==> config.mk <==
export PLATFORM = sky130hd
export DESIGN_NAME = control_sequencer_flat
export DESIGN_NICKNAME = d
export VERILOG_FILES = /design/src/rtl/control_sequencer_pkg.sv /design/src/rtl/control_sequencer_if.sv /design/src/rtl/control_sequencer_opcode_class_decode.sv /design/src/rtl/control_sequencer.sv /design/src/flat_wrapper.sv
export SDC_FILE = /design/constraint.sdc
export NUM_CORES = 1
export LEC_CHECK = 0
export CORE_UTILIZATION = 31
export DETAILED_ROUTE_END_ITERATION = 8
export PLACE_DENSITY_LB_ADDON = 0.12
export SLEW_MARGIN = 5
export SYNTH_ARGS = -nofsm -noshare
export SYNTH_HDL_FRONTEND = slang
export SYNTH_SLANG_ARGS = --single-unit
==> constraint.sdc <==
create_clock -name Clock -period 3.3 [get_ports Clock]
set_input_delay 0.99 -clock Clock [delete_from_list [all_inputs] [get_ports Clock]]
set_output_delay 0.99 -clock Clock [all_outputs]
set_load 0.01 [all_outputs]
==> src/rtl/control_sequencer_pkg.sv <==
// Shared definitions for the hardwired control sequencer.
// Opcodes, ALU codes, state encoding and IR field positions.
package cpu_defs;

  localparam int OPW  = 5;
  localparam int ALUW = 4;

  localparam int OP_HI = 31;
  localparam int OP_LO = 27;

  localparam logic [OPW-1:0] OP_LD   = 5'b00000;
  localparam logic [OPW-1:0] OP_LDI  = 5'b00001;
  localparam logic [OPW-1:0] OP_ST   = 5'b00010;
  localparam logic [OPW-1:0] OP_ADD  = 5'b00011;
  localparam logic [OPW-1:0] OP_SUB  = 5'b00100;
  localparam logic [OPW-1:0] OP_AND  = 5'b00101;
  localparam logic [OPW-1:0] OP_OR   = 5'b00110;
  localparam logic [OPW-1:0] OP_ADDI = 5'b01100;
  localparam logic [OPW-1:0] OP_ANDI = 5'b01101;
  localparam logic [OPW-1:0] OP_ORI  = 5'b01110;
  localparam logic [OPW-1:0] OP_NOP  = 5'b11010;
  localparam logic [OPW-1:0] OP_HALT = 5'b11011;

  localparam logic [ALUW-1:0] ALU_ADD = 4'd0;
  localparam logic [ALUW-1:0] ALU_SUB = 4'd1;
  localparam logic [ALUW-1:0] ALU_AND = 4'd2;
  localparam logic [ALUW-1:0] ALU_OR  = 4'd3;

  typedef enum logic [3:0] {
    RESET_S = 4'd0,
    T0      = 4'd1,
    T1      = 4'd2,
    T2      = 4'd3,
    T3      = 4'd4,
    T4      = 4'd5,
    T5      = 4'd6,
    T6      = 4'd7,
    T7      = 4'd8,
    HALT    = 4'd9
  } state_t;

  function automatic logic [OPW-1:0] op_field(input logic [31:0] ir);
    return ir[OP_HI:OP_LO];
  endfunction

endpackage

==> src/rtl/control_sequencer_if.sv <==
// Instruction/memory status in, datapath control strobes out.
interface control_sequencer_if;
  import cpu_defs::*;

  logic [31:0]     IR;
  logic            Mem_Ready;
  logic            Stop;

  logic            PCout, Zlowout, Zhighout, MDRout;
  logic            Cout, BAout, Rout;
  logic            PCin, IRin, MARin, MDRin, Yin;
  logic            Zin, Rin, HIin, LOin;
  logic            Gra, Grb, Grc;
  logic            IncPC, Read, Write;
  logic [ALUW-1:0] ALU_op;
  logic            Run;

  modport master (
    input  IR, Mem_Ready, Stop,
    output PCout, Zlowout, Zhighout, MDRout,
    output Cout, BAout, Rout,
    output PCin, IRin, MARin, MDRin, Yin,
    output Zin, Rin, HIin, LOin,
    output Gra, Grb, Grc,
    output IncPC, Read, Write, ALU_op, Run
  );

  modport slave (
    output IR, Mem_Ready, Stop,
    input  PCout, Zlowout, Zhighout, MDRout,
    input  Cout, BAout, Rout,
    input  PCin, IRin, MARin, MDRin, Yin,
    input  Zin, Rin, HIin, LOin,
    input  Gra, Grb, Grc,
    input  IncPC, Read, Write, ALU_op, Run
  );
endinterface

==> src/rtl/control_sequencer_opcode_class_decode.sv <==
// Classifies the opcode field into an execute-sequence family
// and selects the ALU function for arithmetic/logic ops.
module opcode_class_decode
  import cpu_defs::*;
(
  input  logic [OPW-1:0]  op,
  output logic            is_rtype,
  output logic            is_imm,
  output logic            is_ld,
  output logic            is_ldi,
  output logic            is_st,
  output logic            is_halt,
  output logic [ALUW-1:0] alu_op
);

  always_comb begin
    is_rtype = 1'b0;
    is_imm   = 1'b0;
    is_ld    = 1'b0;
    is_ldi   = 1'b0;
    is_st    = 1'b0;
    is_halt  = 1'b0;
    alu_op   = ALU_ADD;
    case (op)
      OP_ADD:  is_rtype = 1'b1;
      OP_SUB:  begin is_rtype = 1'b1; alu_op = ALU_SUB; end
      OP_AND:  begin is_rtype = 1'b1; alu_op = ALU_AND; end
      OP_OR:   begin is_rtype = 1'b1; alu_op = ALU_OR;  end
      OP_ADDI: is_imm = 1'b1;
      OP_ANDI: begin is_imm = 1'b1; alu_op = ALU_AND; end
      OP_ORI:  begin is_imm = 1'b1; alu_op = ALU_OR;  end
      OP_LD:   is_ld   = 1'b1;
      OP_LDI:  is_ldi  = 1'b1;
      OP_ST:   is_st   = 1'b1;
      OP_HALT: is_halt = 1'b1;
      default: ;
    endcase
  end

endmodule

==> src/rtl/control_sequencer.sv <==
// Hardwired fetch/execute sequencer; outputs decode from the
// state register plus the opcode held stable in IR.
module control_sequencer
  import cpu_defs::*;
(
  input  logic                Clock,
  input  logic                Reset,
  control_sequencer_if.master bus
);

  state_t          state;
  logic            is_rtype, is_imm, is_ld;
  logic            is_ldi, is_st, is_halt;
  logic [ALUW-1:0] alu_op;
  logic            is_mem, is_addr, is_exec;
  logic            unused_ir;

  assign unused_ir = ^bus.IR[OP_LO-1:0];

  opcode_class_decode u_dec (
    .op       (op_field(bus.IR)),
    .is_rtype (is_rtype),
    .is_imm   (is_imm),
    .is_ld    (is_ld),
    .is_ldi   (is_ldi),
    .is_st    (is_st),
    .is_halt  (is_halt),
    .alu_op   (alu_op)
  );

  // ld/st share the base+offset address phase with ldi
  assign is_mem  = is_ld | is_st;
  assign is_addr = is_mem | is_ldi;
  assign is_exec = is_rtype | is_imm | is_addr;

  always_ff @(posedge Clock) begin
    if (Reset) begin
      state <= RESET_S;
    end else begin
      case (state)
        RESET_S: state <= T0;
        T0:      state <= bus.Stop ? HALT : T1;
        T1:      if (bus.Mem_Ready) state <= T2;
        T2:      state <= T3;
        T3: begin
          if (is_halt)      state <= HALT;
          else if (is_exec) state <= T4;
          else              state <= T0;
        end
        T4:      state <= T5;
        T5:      state <= is_mem ? T6 : T0;
        T6:      if (is_st || bus.Mem_Ready) state <= T7;
        T7:      if (is_ld || bus.Mem_Ready) state <= T0;
        HALT:    state <= HALT;
        default: state <= RESET_S;
      endcase
    end
  end

  always_comb begin
    bus.PCout    = 1'b0;
    bus.Zlowout  = 1'b0;
    bus.Zhighout = 1'b0;
    bus.MDRout   = 1'b0;
    bus.Cout     = 1'b0;
    bus.BAout    = 1'b0;
    bus.Rout     = 1'b0;
    bus.PCin     = 1'b0;
    bus.IRin     = 1'b0;
    bus.MARin    = 1'b0;
    bus.MDRin    = 1'b0;
    bus.Yin      = 1'b0;
    bus.Zin      = 1'b0;
    bus.Rin      = 1'b0;
    bus.HIin     = 1'b0;
    bus.LOin     = 1'b0;
    bus.Gra      = 1'b0;
    bus.Grb      = 1'b0;
    bus.Grc      = 1'b0;
    bus.IncPC    = 1'b0;
    bus.Read     = 1'b0;
    bus.Write    = 1'b0;
    bus.ALU_op   = ALU_ADD;
    bus.Run      = (state != RESET_S) && (state != HALT);
    case (state)
      T0: begin
        bus.PCout = 1'b1;
        bus.MARin = 1'b1;
        bus.IncPC = 1'b1;
        bus.Zin   = 1'b1;
      end
      T1: begin
        bus.Zlowout = 1'b1;
        bus.PCin    = 1'b1;
        bus.Read    = 1'b1;
        bus.MDRin   = 1'b1;
      end
      T2: begin
        bus.MDRout = 1'b1;
        bus.IRin   = 1'b1;
      end
      T3: begin
        if (is_exec) begin
          bus.Grb   = 1'b1;
          bus.Yin   = 1'b1;
          bus.Rout  = ~is_addr;
          bus.BAout = is_addr;
        end
      end
      T4: begin
        bus.Zin    = is_exec;
        bus.Grc    = is_rtype;
        bus.Rout   = is_rtype;
        bus.Cout   = is_imm | is_addr;
        bus.ALU_op = is_addr ? ALU_ADD : alu_op;
      end
      T5: begin
        bus.Zlowout = is_exec;
        bus.MARin   = is_mem;
        bus.Gra     = is_exec & ~is_mem;
        bus.Rin     = is_exec & ~is_mem;
      end
      T6: begin
        bus.MDRin = is_mem;
        bus.Read  = is_ld;
        bus.Gra   = is_st;
        bus.Rout  = is_st;
      end
      T7: begin
        bus.MDRout = is_ld;
        bus.Gra    = is_ld;
        bus.Rin    = is_ld;
        bus.Write  = is_st;
      end
      default: ;
    endcase
  end

endmodule

==> src/flat_wrapper.sv <==
// flat-port wrapper written by rule: the top's interface ports become plain ports
module control_sequencer_flat import cpu_defs::*;
  (Clock, Reset, bus_IR, bus_Mem_Ready, bus_Stop, bus_PCout, bus_Zlowout, bus_Zhighout, bus_MDRout, bus_Cout, bus_BAout, bus_Rout, bus_PCin, bus_IRin, bus_MARin, bus_MDRin, bus_Yin, bus_Zin, bus_Rin, bus_HIin, bus_LOin, bus_Gra, bus_Grb, bus_Grc, bus_IncPC, bus_Read, bus_Write, bus_ALU_op, bus_Run);
  control_sequencer_if bus_i ();
  input  logic Clock;
  input  logic Reset;
  input wire logic [$bits(bus_i.IR)-1:0] bus_IR;
  input wire logic [$bits(bus_i.Mem_Ready)-1:0] bus_Mem_Ready;
  input wire logic [$bits(bus_i.Stop)-1:0] bus_Stop;
  output wire logic [$bits(bus_i.PCout)-1:0] bus_PCout;
  output wire logic [$bits(bus_i.Zlowout)-1:0] bus_Zlowout;
  output wire logic [$bits(bus_i.Zhighout)-1:0] bus_Zhighout;
  output wire logic [$bits(bus_i.MDRout)-1:0] bus_MDRout;
  output wire logic [$bits(bus_i.Cout)-1:0] bus_Cout;
  output wire logic [$bits(bus_i.BAout)-1:0] bus_BAout;
  output wire logic [$bits(bus_i.Rout)-1:0] bus_Rout;
  output wire logic [$bits(bus_i.PCin)-1:0] bus_PCin;
  output wire logic [$bits(bus_i.IRin)-1:0] bus_IRin;
  output wire logic [$bits(bus_i.MARin)-1:0] bus_MARin;
  output wire logic [$bits(bus_i.MDRin)-1:0] bus_MDRin;
  output wire logic [$bits(bus_i.Yin)-1:0] bus_Yin;
  output wire logic [$bits(bus_i.Zin)-1:0] bus_Zin;
  output wire logic [$bits(bus_i.Rin)-1:0] bus_Rin;
  output wire logic [$bits(bus_i.HIin)-1:0] bus_HIin;
  output wire logic [$bits(bus_i.LOin)-1:0] bus_LOin;
  output wire logic [$bits(bus_i.Gra)-1:0] bus_Gra;
  output wire logic [$bits(bus_i.Grb)-1:0] bus_Grb;
  output wire logic [$bits(bus_i.Grc)-1:0] bus_Grc;
  output wire logic [$bits(bus_i.IncPC)-1:0] bus_IncPC;
  output wire logic [$bits(bus_i.Read)-1:0] bus_Read;
  output wire logic [$bits(bus_i.Write)-1:0] bus_Write;
  output wire logic [$bits(bus_i.ALU_op)-1:0] bus_ALU_op;
  output wire logic [$bits(bus_i.Run)-1:0] bus_Run;
  assign bus_i.IR = bus_IR;
  assign bus_i.Mem_Ready = bus_Mem_Ready;
  assign bus_i.Stop = bus_Stop;
  assign bus_PCout = bus_i.PCout;
  assign bus_Zlowout = bus_i.Zlowout;
  assign bus_Zhighout = bus_i.Zhighout;
  assign bus_MDRout = bus_i.MDRout;
  assign bus_Cout = bus_i.Cout;
  assign bus_BAout = bus_i.BAout;
  assign bus_Rout = bus_i.Rout;
  assign bus_PCin = bus_i.PCin;
  assign bus_IRin = bus_i.IRin;
  assign bus_MARin = bus_i.MARin;
  assign bus_MDRin = bus_i.MDRin;
  assign bus_Yin = bus_i.Yin;
  assign bus_Zin = bus_i.Zin;
  assign bus_Rin = bus_i.Rin;
  assign bus_HIin = bus_i.HIin;
  assign bus_LOin = bus_i.LOin;
  assign bus_Gra = bus_i.Gra;
  assign bus_Grb = bus_i.Grb;
  assign bus_Grc = bus_i.Grc;
  assign bus_IncPC = bus_i.IncPC;
  assign bus_Read = bus_i.Read;
  assign bus_Write = bus_i.Write;
  assign bus_ALU_op = bus_i.ALU_op;
  assign bus_Run = bus_i.Run;
  control_sequencer u_core (.Clock(Clock), .Reset(Reset), .bus(bus_i));
endmodule
==> flow_summary_export.csv, run 1 <==
group,metric,value,unit
sta,rsz0062_at_grt,"yes",
synth,ys.warnings.count,0,
critical_path,crit_type,"in -> out",
routing,firstDrtPassIters,4,
cells_and_area,insertedDiodeCount,0,
sta,finalMaxSlewViolations,0,
hold_path,hold_path_depth,2,
critical_path,worstSetupEndpointType,"output port",
die,start_util,0.3269,
cells_and_area,largest_reg_flops,4,
clock_network,clkLatencyLatePin,0.23,ns
cells_and_area,areaGrowthSynthToFinish,56.75,%
synth,synth_area,723.2,um^2
die,dieWidth,50.30,um
die,die_h,50.30,um
cells_and_area,top_regs,"u_core.state x4",
routing,drt-total-wl,2148,um
synth,synth.avg_cell_area,7.021,um^2
global_routing,grt_pass1_vias,771,
clock_network,cts-buffers-inserted,3,
clock_network,root_buffer,"clkbuf_4",
die,ios,63,
clock_network,clk_pin_slew,0.04,ns
global_routing,grt_usage,0.1786,
die,die-area,2530,um^2
synth,ys_types,48,
job,maxCapViolCount,0,
cells_and_area,layout.nets,183,
hold_path,whs_endpoint,"u_core.state[1]",
sta,finalCritPeriodShare,0.9786,
critical_path,cp.arrival,2.24,ns
critical_path,r2r_slack,1.27,ns
power_and_ir_drop,powerDensity,260.2,nW/um^2
placement,port_buffers,30,
sta,tns,0,ns
routing,vias,869,
routing,antenna_left,0,
sta,max_freq,0.3096,GHz
hold_path,min_path_type,"reg -> reg",
synth,synth_seq_cells,4,
cells_and_area,post-route-util,0.5124,
sta,period_needed,3.230,ns
global_routing,overflow,0,
placement,place.gp.congestion,0.7816,
clock_network,cts_sinks,4,
critical_path,r2r_start,"u_core.state[1]",
clock_network,clk_path_buf_depth,2,
outcome,outcome,"finished, final reports clean",
global_routing,antenna_found_initial,0,
placement,place_ws,-0.6552,ns
critical_path,reg2reg_depth,7,
synth,synth-main-ff-cell,"dfxtp_1",
clock_network,cts_tree,"yes",
power_and_ir_drop,power_leakage,0.0004854,uW
synth,yosysSeqAreaShare,0.1107,
sta,fin_worst_skew,0.0008996,ns
synth,syn_inst,103,
synth,async_reset_ff_frac,0,
critical_path,reg2reg_to,"u_core.state[1]",
routing,drcViolationCount,0,
critical_path,crit_path_start_kind,"input port",
global_routing,grt_max_degree,12,
die,core,2212,um^2
sta,fin_ws,0.07048,ns
global_routing,grt_pass1_wl,3574,um
critical_path,cp.required,2.31,ns
synth,synth_edf_count,0,
routing,wl_per_cell,12.42,um
routing,via_per_inst,5.023,
power_and_ir_drop,vdd_drop_max,212.7,uV
cells_and_area,top_register,"u_core.state",
sta,hold_viol_final,0,
hold_path,min_from,"u_core.state[1]",
placement,post-dp-hpwl,1662,um
clock_network,htree_levels,1,
routing,drtIter0Drc,7,
cells_and_area,final_layout_size_suffix_gt1_frac,0.4069,
die,rows,17,
critical_path,worstPathMaxFanout,6,
sta,setup_viol,0,
==> worst max-delay path by stage <==
stage	slack [ns]	to	depth (start not counted)	from
2_1_floorplan	0.05	bus_Yin	5	bus_IR[31]
3_3_place_gp	-0.69	bus_Rin	7	bus_IR[31]
3_5_place_dp	-0.66	bus_Rin	7	bus_IR[31]
4_1_cts	0.003	bus_Write	7	bus_IR[30]
5_1_grt	-0.03	bus_Rin	4	bus_IR[27]
6_report	0.07	bus_Rin	4	bus_IR[27]
==> synth_stat cells, types with 2 or more instances <==
cell type,number,area [um^2]
nor2_1,11,41.29
buf_4,8,60.06
nand2_1,7,26.28
clkbuf_1,6,22.52
o21ai_0,6,30.03
nand2b_1,5,31.28
a21oi_1,4,20.02
dfxtp_1,4,80.08
nor3_1,3,15.01
nor4_1,3,18.77
a21o_1,2,15.01
a31oi_1,2,12.51
buf_2,2,10.01
buf_6,2,22.52
inv_1,2,7.510
nor2b_1,2,12.51
o21bai_1,2,15.01
xnor2_1,2,17.52
==> metal layers <==
metal	GRT usage	up-vias	routed length (um)
met5	0	-	0
met4	0.01389	0	7
met3	0.02424	2	109
met2	0.2711	26	943
met1	0.2736	396	1087
li1	-	445	-
==> report_power, final <==
group / internal [uW] / leakage [uW] / switching [uW] / total [uW]
combinational: 84.5 / 0.000439 / 89.3 / 174
sequential: 54.5 / 0.0000329 / 7.30 / 61.8
clock: 40.6 / 0.0000138 / 18.7 / 59.3
==> timing repair <==
item                                    in CTS  in global routing
gates resized for setup                     78                  9
hold buffers                                 0                  0
endpoints found under the setup margin      17                 10
pin swaps                                    6                  3
buffers inserted                             1                  0
==> critical path, cell delays in order <==
cell and delay, ns:
dlygate4sd2_1 0.26, or4_4 0.59, o31ai_1 0.23, buf_2 0.16
==> cell type report <==
class / instances / area (um^2)
sequential: 4 / 80.08
tap: 28 / 35.03
clock buffer: 3 / 22.52
multi-input combinational: 83 / 585.6
timing repair buffer: 53 / 402.9
inverter: 2 / 7.507
fill: 247 / 1079
==> logic make-up after synthesis <==
family                 synth area share
AND/OR/NAND/NOR                  0.3962
AO/OA/AOI/OAI                    0.2682
buffers and inverters            0.1696
flip-flops                       0.1107
XOR/XNOR                        0.03634
multiplexers                    0.01384
other                          0.005185
==> per-stage QoR <==
step	total power (uW)	cells	hold WS [ns]	instance area [um^2]
final	295.0	173	0.6154	1134
after detailed placement	240.8	169	0.5984	1129
after floorplan	163.2	107	0.6951	743.2
after global placement	240.1	169	0.5831	1129
after CTS	297.0	173	0.6132	1134
after global routing	318.7	173	0.6514	1134
==> cells in the final DEF (no fill, tap or decap), types with 3 or more instances in the layout <==
master | Yosys | layout
a21oi_1 | 4 | 4
buf_2 | 2 | 12
buf_4 | 8 | 23
clkbuf_4 | 0 | 3
clkdlybuf4s15_2 | 0 | 3
clkdlybuf4s50_1 | 0 | 8
conb_1 | 1 | 5
dfxtp_1 | 4 | 4
dlygate4sd2_1 | 0 | 3
nand2_1 | 7 | 6
nand2b_1 | 5 | 4
nor2_1 | 11 | 10
nor4_1 | 3 | 3
o21ai_0 | 6 | 3
o21ai_1 | 0 | 3
Note: power is estimated with default switching activity, not from simulation.
==> run 2, diff against run 1 <==
--- a/config.mk
+++ b/config.mk
@@ -6,6 +6,7 @@
 export NUM_CORES = 1
 export LEC_CHECK = 0
 export CORE_UTILIZATION = 31
+export CTS_CLUSTER_DIAMETER = 200
 export DETAILED_ROUTE_END_ITERATION = 8
 export PLACE_DENSITY_LB_ADDON = 0.12
 export SLEW_MARGIN = 5
==> results of run 2 <==
Final layout, timing and power as in run 1 (identical DEF).
